[config.mk]
export PLATFORM = sky130hd
export DESIGN_NAME = conv_frame_feeder
export DESIGN_NICKNAME = d
export VERILOG_FILES = /design/src/rtl/conv_frame_feeder.sv
export SDC_FILE = /design/constraint.sdc
export NUM_CORES = 1
export LEC_CHECK = 0
export CAP_MARGIN = 25
export CORE_MARGIN = 2
export CORE_UTILIZATION = 56
export CTS_CLUSTER_SIZE = 8
export DETAILED_ROUTE_END_ITERATION = 6
export PLACE_DENSITY_LB_ADDON = 0.15
export SKIP_CTS_REPAIR_TIMING = 1
export SLEW_MARGIN = 20
export SYNTH_ARGS = -nofsm -noshare
export SYNTH_HDL_FRONTEND = slang
export SYNTH_SLANG_ARGS = --single-unit
export TNS_END_PERCENT = 20
[constraint.sdc]
create_clock -name clk -period 3.65 [get_ports clk]
set_clock_uncertainty 0.2 [all_clocks]
set_input_delay 0.365 -clock clk [delete_from_list [all_inputs] [get_ports clk]]
set_output_delay 0.365 -clock clk [all_outputs]
set_load 0.05 [all_outputs]
[src/rtl/conv_frame_feeder.sv]
// conv_frame_feeder: buffers one N x N activation frame from a valid/ready write
// port, then replays it in raster order to the convolver as activation/conv_ce,
// pads with zero activations until end_conv, and pulses conv_rst before each frame.
// Optional feature macro: CONV_FEED_WATCHDOG_EN (flush watchdog with sticky wd_err).
module conv_frame_feeder #(
  parameter int unsigned N      = 10,
  parameter int unsigned BL     = 16,
  parameter int unsigned WD_MAX = 8
) (
  input  logic          clk,
  input  logic          rst,
  input  logic          start,
  input  logic          in_valid,
  output logic          in_ready,
  input  logic [BL-1:0] in_data,
  input  logic          hold,
  input  logic          end_conv,
  output logic          conv_rst,
  output logic          conv_ce,
  output logic [BL-1:0] activation,
  output logic          busy,
  output logic          done,
  output logic          wd_err
);

  localparam int unsigned DEPTH = N * N;
  localparam int unsigned AW    = (DEPTH > 1) ? $clog2(DEPTH) : 1;
  localparam logic [AW-1:0] LAST_ADDR = AW'(DEPTH - 1);

  typedef enum logic [2:0] {
    S_IDLE,
    S_LOAD,
    S_CRST,
    S_STREAM,
    S_FLUSH,
    S_DONE
  } state_e;

  state_e          state_q;
  logic [AW-1:0]   wr_addr_q;
  logic [AW-1:0]   rd_addr_q;
  logic            in_ready_q;
  logic            conv_rst_q;
  logic            conv_ce_q;
  logic [BL-1:0]   act_q;
  logic            busy_q;
  logic            done_q;
  logic [BL-1:0]   mem_q [DEPTH];

  logic            wr_fire;
  logic            wd_trip;
  logic            pad_issue;

  // Reject degenerate parameterisations at elaboration.
  if (N < 1 || BL < 1 || WD_MAX < 1) begin : g_param_check
    $error("conv_frame_feeder: N, BL and WD_MAX must all be at least 1");
  end

  assign wr_fire   = (state_q == S_LOAD) && in_valid && in_ready_q;
  // A pad ce is issued only when the flush is not ending this cycle and not stalled.
  assign pad_issue = (state_q == S_FLUSH) && !end_conv && !wd_trip && !hold;

  // Frame buffer write port; contents survive reset by design.
  always_ff @(posedge clk) begin
    if (wr_fire) begin
      mem_q[wr_addr_q] <= in_data;
    end
  end

  // Main sequencer: load, convolver reset, stream, pad flush, completion pulse.
  always_ff @(posedge clk) begin
    if (rst) begin
      state_q    <= S_IDLE;
      wr_addr_q  <= '0;
      rd_addr_q  <= '0;
      in_ready_q <= 1'b0;
      conv_rst_q <= 1'b0;
      conv_ce_q  <= 1'b0;
      act_q      <= '0;
      busy_q     <= 1'b0;
      done_q     <= 1'b0;
    end else begin
      conv_rst_q <= 1'b0;
      done_q     <= 1'b0;
      case (state_q)
        S_IDLE: begin
          conv_ce_q <= 1'b0;
          if (start) begin
            state_q    <= S_LOAD;
            wr_addr_q  <= '0;
            in_ready_q <= 1'b1;
            busy_q     <= 1'b1;
          end
        end
        S_LOAD: begin
          if (wr_fire) begin
            wr_addr_q <= wr_addr_q + AW'(1);
            if (wr_addr_q == LAST_ADDR) begin
              state_q    <= S_CRST;
              in_ready_q <= 1'b0;
              conv_rst_q <= 1'b1;
            end
          end
        end
        S_CRST: begin
          rd_addr_q <= '0;
          state_q   <= S_STREAM;
        end
        S_STREAM: begin
          // Read and output register are merged: ce and data appear together.
          if (!hold) begin
            conv_ce_q <= 1'b1;
            act_q     <= mem_q[rd_addr_q];
            rd_addr_q <= rd_addr_q + AW'(1);
            if (rd_addr_q == LAST_ADDR) begin
              state_q <= S_FLUSH;
            end
          end else begin
            conv_ce_q <= 1'b0;
          end
        end
        S_FLUSH: begin
          // end_conv (or a watchdog trip) outranks hold.
          if (end_conv || wd_trip) begin
            conv_ce_q <= 1'b0;
            done_q    <= 1'b1;
            state_q   <= S_DONE;
          end else if (pad_issue) begin
            conv_ce_q <= 1'b1;
            act_q     <= '0;
          end else begin
            conv_ce_q <= 1'b0;
          end
        end
        S_DONE: begin
          conv_ce_q <= 1'b0;
          busy_q    <= 1'b0;
          state_q   <= S_IDLE;
        end
        default: begin
          conv_ce_q  <= 1'b0;
          in_ready_q <= 1'b0;
          busy_q     <= 1'b0;
          state_q    <= S_IDLE;
        end
      endcase
    end
  end

`ifdef CONV_FEED_WATCHDOG_EN
  localparam int unsigned CW = $clog2(WD_MAX + 1);

  logic [CW-1:0] wd_cnt_q;
  logic          wd_err_q;

  assign wd_trip = (state_q == S_FLUSH) && !end_conv && (wd_cnt_q == CW'(WD_MAX));
  assign wd_err  = wd_err_q;

  // Flush watchdog: counts pad ce cycles; the count is zero whenever FLUSH is entered.
  always_ff @(posedge clk) begin
    if (rst) begin
      wd_cnt_q <= '0;
      wd_err_q <= 1'b0;
    end else begin
      if (state_q != S_FLUSH) begin
        wd_cnt_q <= '0;
      end else if (pad_issue) begin
        wd_cnt_q <= wd_cnt_q + CW'(1);
      end
      if (wd_trip) begin
        wd_err_q <= 1'b1;
      end
    end
  end
`else
  assign wd_trip = 1'b0;
  assign wd_err  = 1'b0;
`endif

  assign in_ready   = in_ready_q;
  assign conv_rst   = conv_rst_q;
  assign conv_ce    = conv_ce_q;
  assign activation = act_q;
  assign busy       = busy_q;
  assign done       = done_q;

endmodule

### After elaboration in Yosys (flattened, before gate mapping)

Memories as Yosys holds them, arrays and structs flattened. A register that Yosys moved wholly into a read port is not among the register bits.
Index checks and enable logic that the tools add are counted.

| storage, ports and cells | value |
|---|---|
| bits in writable memories | 1600 |
| latch bits | 0 |
| word-level logic and storage cells | 84 |
| memories | 1 |
| memory bits (read-only) | 0 |
| bits of input ports | 22 |
| bits in registers | 38 |

Memory list:

| memory | depth | bits a word | read ports | clocked after Yosys merged registers in | write ports | line | source |
|---|---|---|---|---|---|---|---|
| mem_q | 100 | 16 | 1 | 1 | 1 | 48 | `logic [BL-1:0] mem_q [DEPTH];` |

| cells by class | value |
|---|---|
| add/subtract/negate cells | 2 |
| eq/ne operators | 15 |
| shift-type cells | 0 |
| mux-type cells | 31 |
| multiply operators | 0 |
| bitwise operators | 5 |
| magnitude comparators | 0 |
| divide/modulo/power cells | 0 |
| reduce and logical (&&, ||, !) cells | 21 |

Operators with widths:

| cell | count |
|---|---|
| 2-to-1 mux 16 bit | 3 |
| 2-to-1 mux 7 bit | 5 |
| one-hot mux 16 bit (2 select lines) | 1 |
| one-hot mux 7 bit (2 select lines) | 2 |
| 2-to-1 mux 3 bit | 6 |
| one-hot mux 3 bit (5 select lines) | 1 |
| adder 7 x 1 -> 7 bit (second input constant) | 2 |
| == test 7 bit (second input constant) | 2 |
| inequality test 2 bit (second input constant) | 7 |
| 2-to-1 mux 1 bit | 10 |
| AND reduction 4 bit | 2 |
| OR reduction 4 bit | 2 |
| == test 3 x 2 -> 1 bit (second input constant) | 2 |
| == test 3 bit (second input constant) | 2 |
| one-hot mux 1 bit (3 select lines) | 2 |
| AND reduction 6 bit | 1 |
| nonzero test 2 bit | 3 |
| NOT 1 bit | 5 |
| logical AND 1 bit | 4 |
| AND reduction 2 bit | 2 |
| OR reduction 2 bit | 2 |
| == test 3 x 1 -> 1 bit (second input constant) | 1 |
| logical NOT 3 bit | 1 |
| AND reduction 3 bit | 1 |
| other kinds (4) | 5 |

### Logic depth before layout (Yosys ltp)

| depth | value |
|---|---|
| word-level depth | 6 |
| gate-level depth with buffers | 10 |

### Least setup slack after synthesis

No wires, ideal clock.

| timing | value |
|---|---|
| path type | register -> register |
| from | register in_ready_q (netlist: in_ready) |
| to | memory mem_q[31][0], enable pin |
| clock period less this slack | 2.850 ns |
| setup slack | 0.800 ns |
| stages on the path, launching flop included | 7 |
| required time | 3.061 ns |
| buffers on the path | 1 |
| data arrival time | 2.261 ns |
| cells stage by stage | dfxtp_1 -> nand3_1 -> nor2_1 -> and2_1 -> nand3_1 -> clkbuf_1 -> nor2_1 |

| on the way | value |
|---|---|
| longest elaborated chain between the ends | 3 |

Ends and longest elaborated chain:

| item | line | source |
|---|---|---|
| from (decl) | 42 | `logic in_ready_q;` |
| from (signal assigned) | 76 | `in_ready_q <= 1'b0;` |
| from (signal assigned) | 91 | `in_ready_q <= 1'b1;` |
| from (signal assigned) | 100 | `in_ready_q <= 1'b0;` |
| logical AND 1 bit | 59 | `assign wr_fire = (state_q == S_LOAD) && in_valid && in_ready_q;` |
| 2-to-1 mux 1 bit | 65 | `if (wr_fire) begin` |
| 2-to-1 mux 1 bit (not written as such) | 66 | `mem_q[wr_addr_q] <= in_data;` |
| to (decl) | 48 |  |

Every way passes these cells.

==> summary.md <==
| Metric | Value |
|---|---|
| Upper clock frequency limit | 286 MHz |
| Drt pass-1 iters | 6 |
| Netlist Area Pre-Place | 63300 sq um |
| CP Class | flop to flop |
| CP cell instances | buf_12, buf_4, mux4_2, mux2i_1, buf_4, o311ai_0, nand3_1, nand4_1 |
| Starting density of the core | 56.4% |
| Power Density | 544 nW/um^2 |
| CORE AREA | 112000 sq um |
| Setup TNS | 0 ps |
| Clock sink total | 1645 |
| Worst Path Required | 4160 ps |
| Number of buffers created by CTS | 223 |
| Prevailing post-synth register cell | edfxtp_1 |
| YS warnings | 0 |
| GRT Util Overall | 27.4% |
| Synthesized flop and latch total | 1645 |
| Period utilization | 95.7% |
| Root Driver | clkbuf_16 |
| Total gr overflow | 0 |
| Max stage delay on crit path | 930 ps |
| Largest net degree at the start of global routing | 101 |
| Post-DP Area | 66800 sq um |
| Post-synthesis sequential area ratio | 77.3% |
| Critical Path Source Type | flop |
| Post-synth EDFFs | 1600 |
| RSZ-0062 raised after global routing | no |
| Mapped Cells | 2866 |
| Wire per inst | 32.3 microns |
| Period minus WS final | 3490 ps |
| Peak VDD IR | 464 uV |
| Share of cells above drive strength 1 | 28.4% |
| Aggregate routed wire length | 155000 microns |
| Worst slew margin | 22.7% |
| Post-synth ARST share | 0% |
| CTS tree | yes |
| Hold crit path type | input port to flop |
| Core Util, Final | 65.1% |
| Final hold vios | 8 |
| R2r setup slk | 160 ps |
| Most common cell after layout, fill and taps aside | edfxtp_1 |
| Commonest non-fill, non-tap cells in the layout | edfxtp_1 (1600), mux4_2 (416), clkbuf_16 (224) |
| Arr. time, crit path | 4000 ps |
| Max_cap viols | 0 |
| Post-Syn Area per Cell | 22.1 sq um |
| Most common cell on crit path | buf_4 |
| DRC Markers | 0 |
| Final instance area | 73100 sq um |
| Worst-skew pair later-pin latency | 790 ps |
| Die area | 116000 sq um |
| Top-level port count | 44 |
| Post-DP HPWL | 93900 microns |
| Synth cell types | 54 |
| Num rows | 123 |
| Gpl congestion | 0.956 |
| Hold Slack | -6.01 ps |
| Critical-path top delay cell | o311ai_0 |
| Final setup vio count | 0 |
| First-pass GRT wire length | 225000 microns |
| Number of antenna violations at the first check in global routing | 7 |
| Slew Limit Fails | 0 |
| PortBufs | 42 |
| Chip height | 340 microns |
| Clk slew on worst S/H paths | 50 ps |
| DR vias | 30977 |
| Post-DRT Antenna Nets | 0 |
| Vias in the first global route | 31591 |
| Leakage | 22.4 nW |
| Max Root-Sink Buffers | 3 |
| Htree depth | 4 |
| DIE WIDTH | 340 microns |
| CP max FO | 22 |
| Worst Setup End Kind | flop |
| Vias per cell | 6.45 |
| Synth-to-layout area growth | 15.5% |
| Final nets | 3252 |
| Status | finished, violations left |
| Worst-margin pin slew | 1140 ps |
| Syn nets | 2890 |
| Drt initial violations | 3984 |
| Failing checks | hold timing |
logic make-up (layout without fill, tap and decap cells):
family	count (synthesis)	count (layout)	synth area share, %
AOI/OAI and AO/OA	194	194	2.08
muxes	531	531	16.7
buffers and inverters	156	591	1.41
adders and majority gates	2	2	0.0395
DFF	1645	1645	77.3
and+or+nand+nor	328	328	2.36
other	1	4	0.00592
xor gates and xnor gates	9	9	0.125
synthesized netlist by cell type, drive strengths merged, types with 23 or more instances:
cell type	count	area [sq um]
o22ai	23	144
edfxtp	1600	48000
dfxtp	45	901
nor2	151	567
mux2i	86	861
a22oi	26	195
o21ai	30	150
mux4	416	9370
a21oi	40	200
mux2	29	327
buf	112	724
nand2	72	270
clkbuf	37	143
flip-flops by register name, indices dropped and copies added, names as in the netlist, named ones only:
name and cells:
wr_addr_q 7, in_ready 1, done 1, mem_q 1600
activation 16, busy 1, conv_rst 1, conv_ce 1
state_q 3, rd_addr_q 7
layer usage:
metal  part of all wire [%]  global-route usage (%)
met1                     40                    39.5
met2                     47                    42.2
met3                     10                    6.90
met4                    2.7                    7.87
met5                  0.015                       0
layout make-up:
cell class	count	area (sq um)
Clock buffer	288	5850
Clock inverter	10	174
Inverter	7	26.3
Fill cell	7272	39200
Timing Repair Buffer	286	2730
Tap cell	1500	1880
Antenna cell	3	7.51
Multi-Input combinational cell	1065	13500
Sequential cell	1645	49000
worst max-delay path, delay by kind of cell, from the launching register on:
family	cells	cell delay, ps
muxes	2	340
DFF	1	620
and+or+nand+nor	2	630
AOI/OAI and AO/OA	1	930
buffers and inverters	3	650
final timing paths:
kind,startpoint,endpoint,cells after the start
worst max-delay path,flop,activation[8],8
worst min-delay path,in_data[15],mem_q[89][15],1
worst max register to register,flop,activation[8],8
worst min register to register,activation[0],activation[0],2
stage by stage:
stage,cells,power [mW],worst slack [ps]
global placement,4484,21.9,-22.8
floorplan,2866,21.5,800
CTS,4783,40.0,125
global route,4801,40.8,218
detailed placement,4485,22.0,-11.9
finish,4804,39.7,158
where the power goes:
group,switching [mW],internal [mW],leakage (nW)
sequential,0.0257,20.8,14.7
combinational,0.591,0.266,4.73
clock,7.16,10.9,2.91
total,7.78,32.0,22.4
Note: power is estimated with default switching activity, not from simulation.
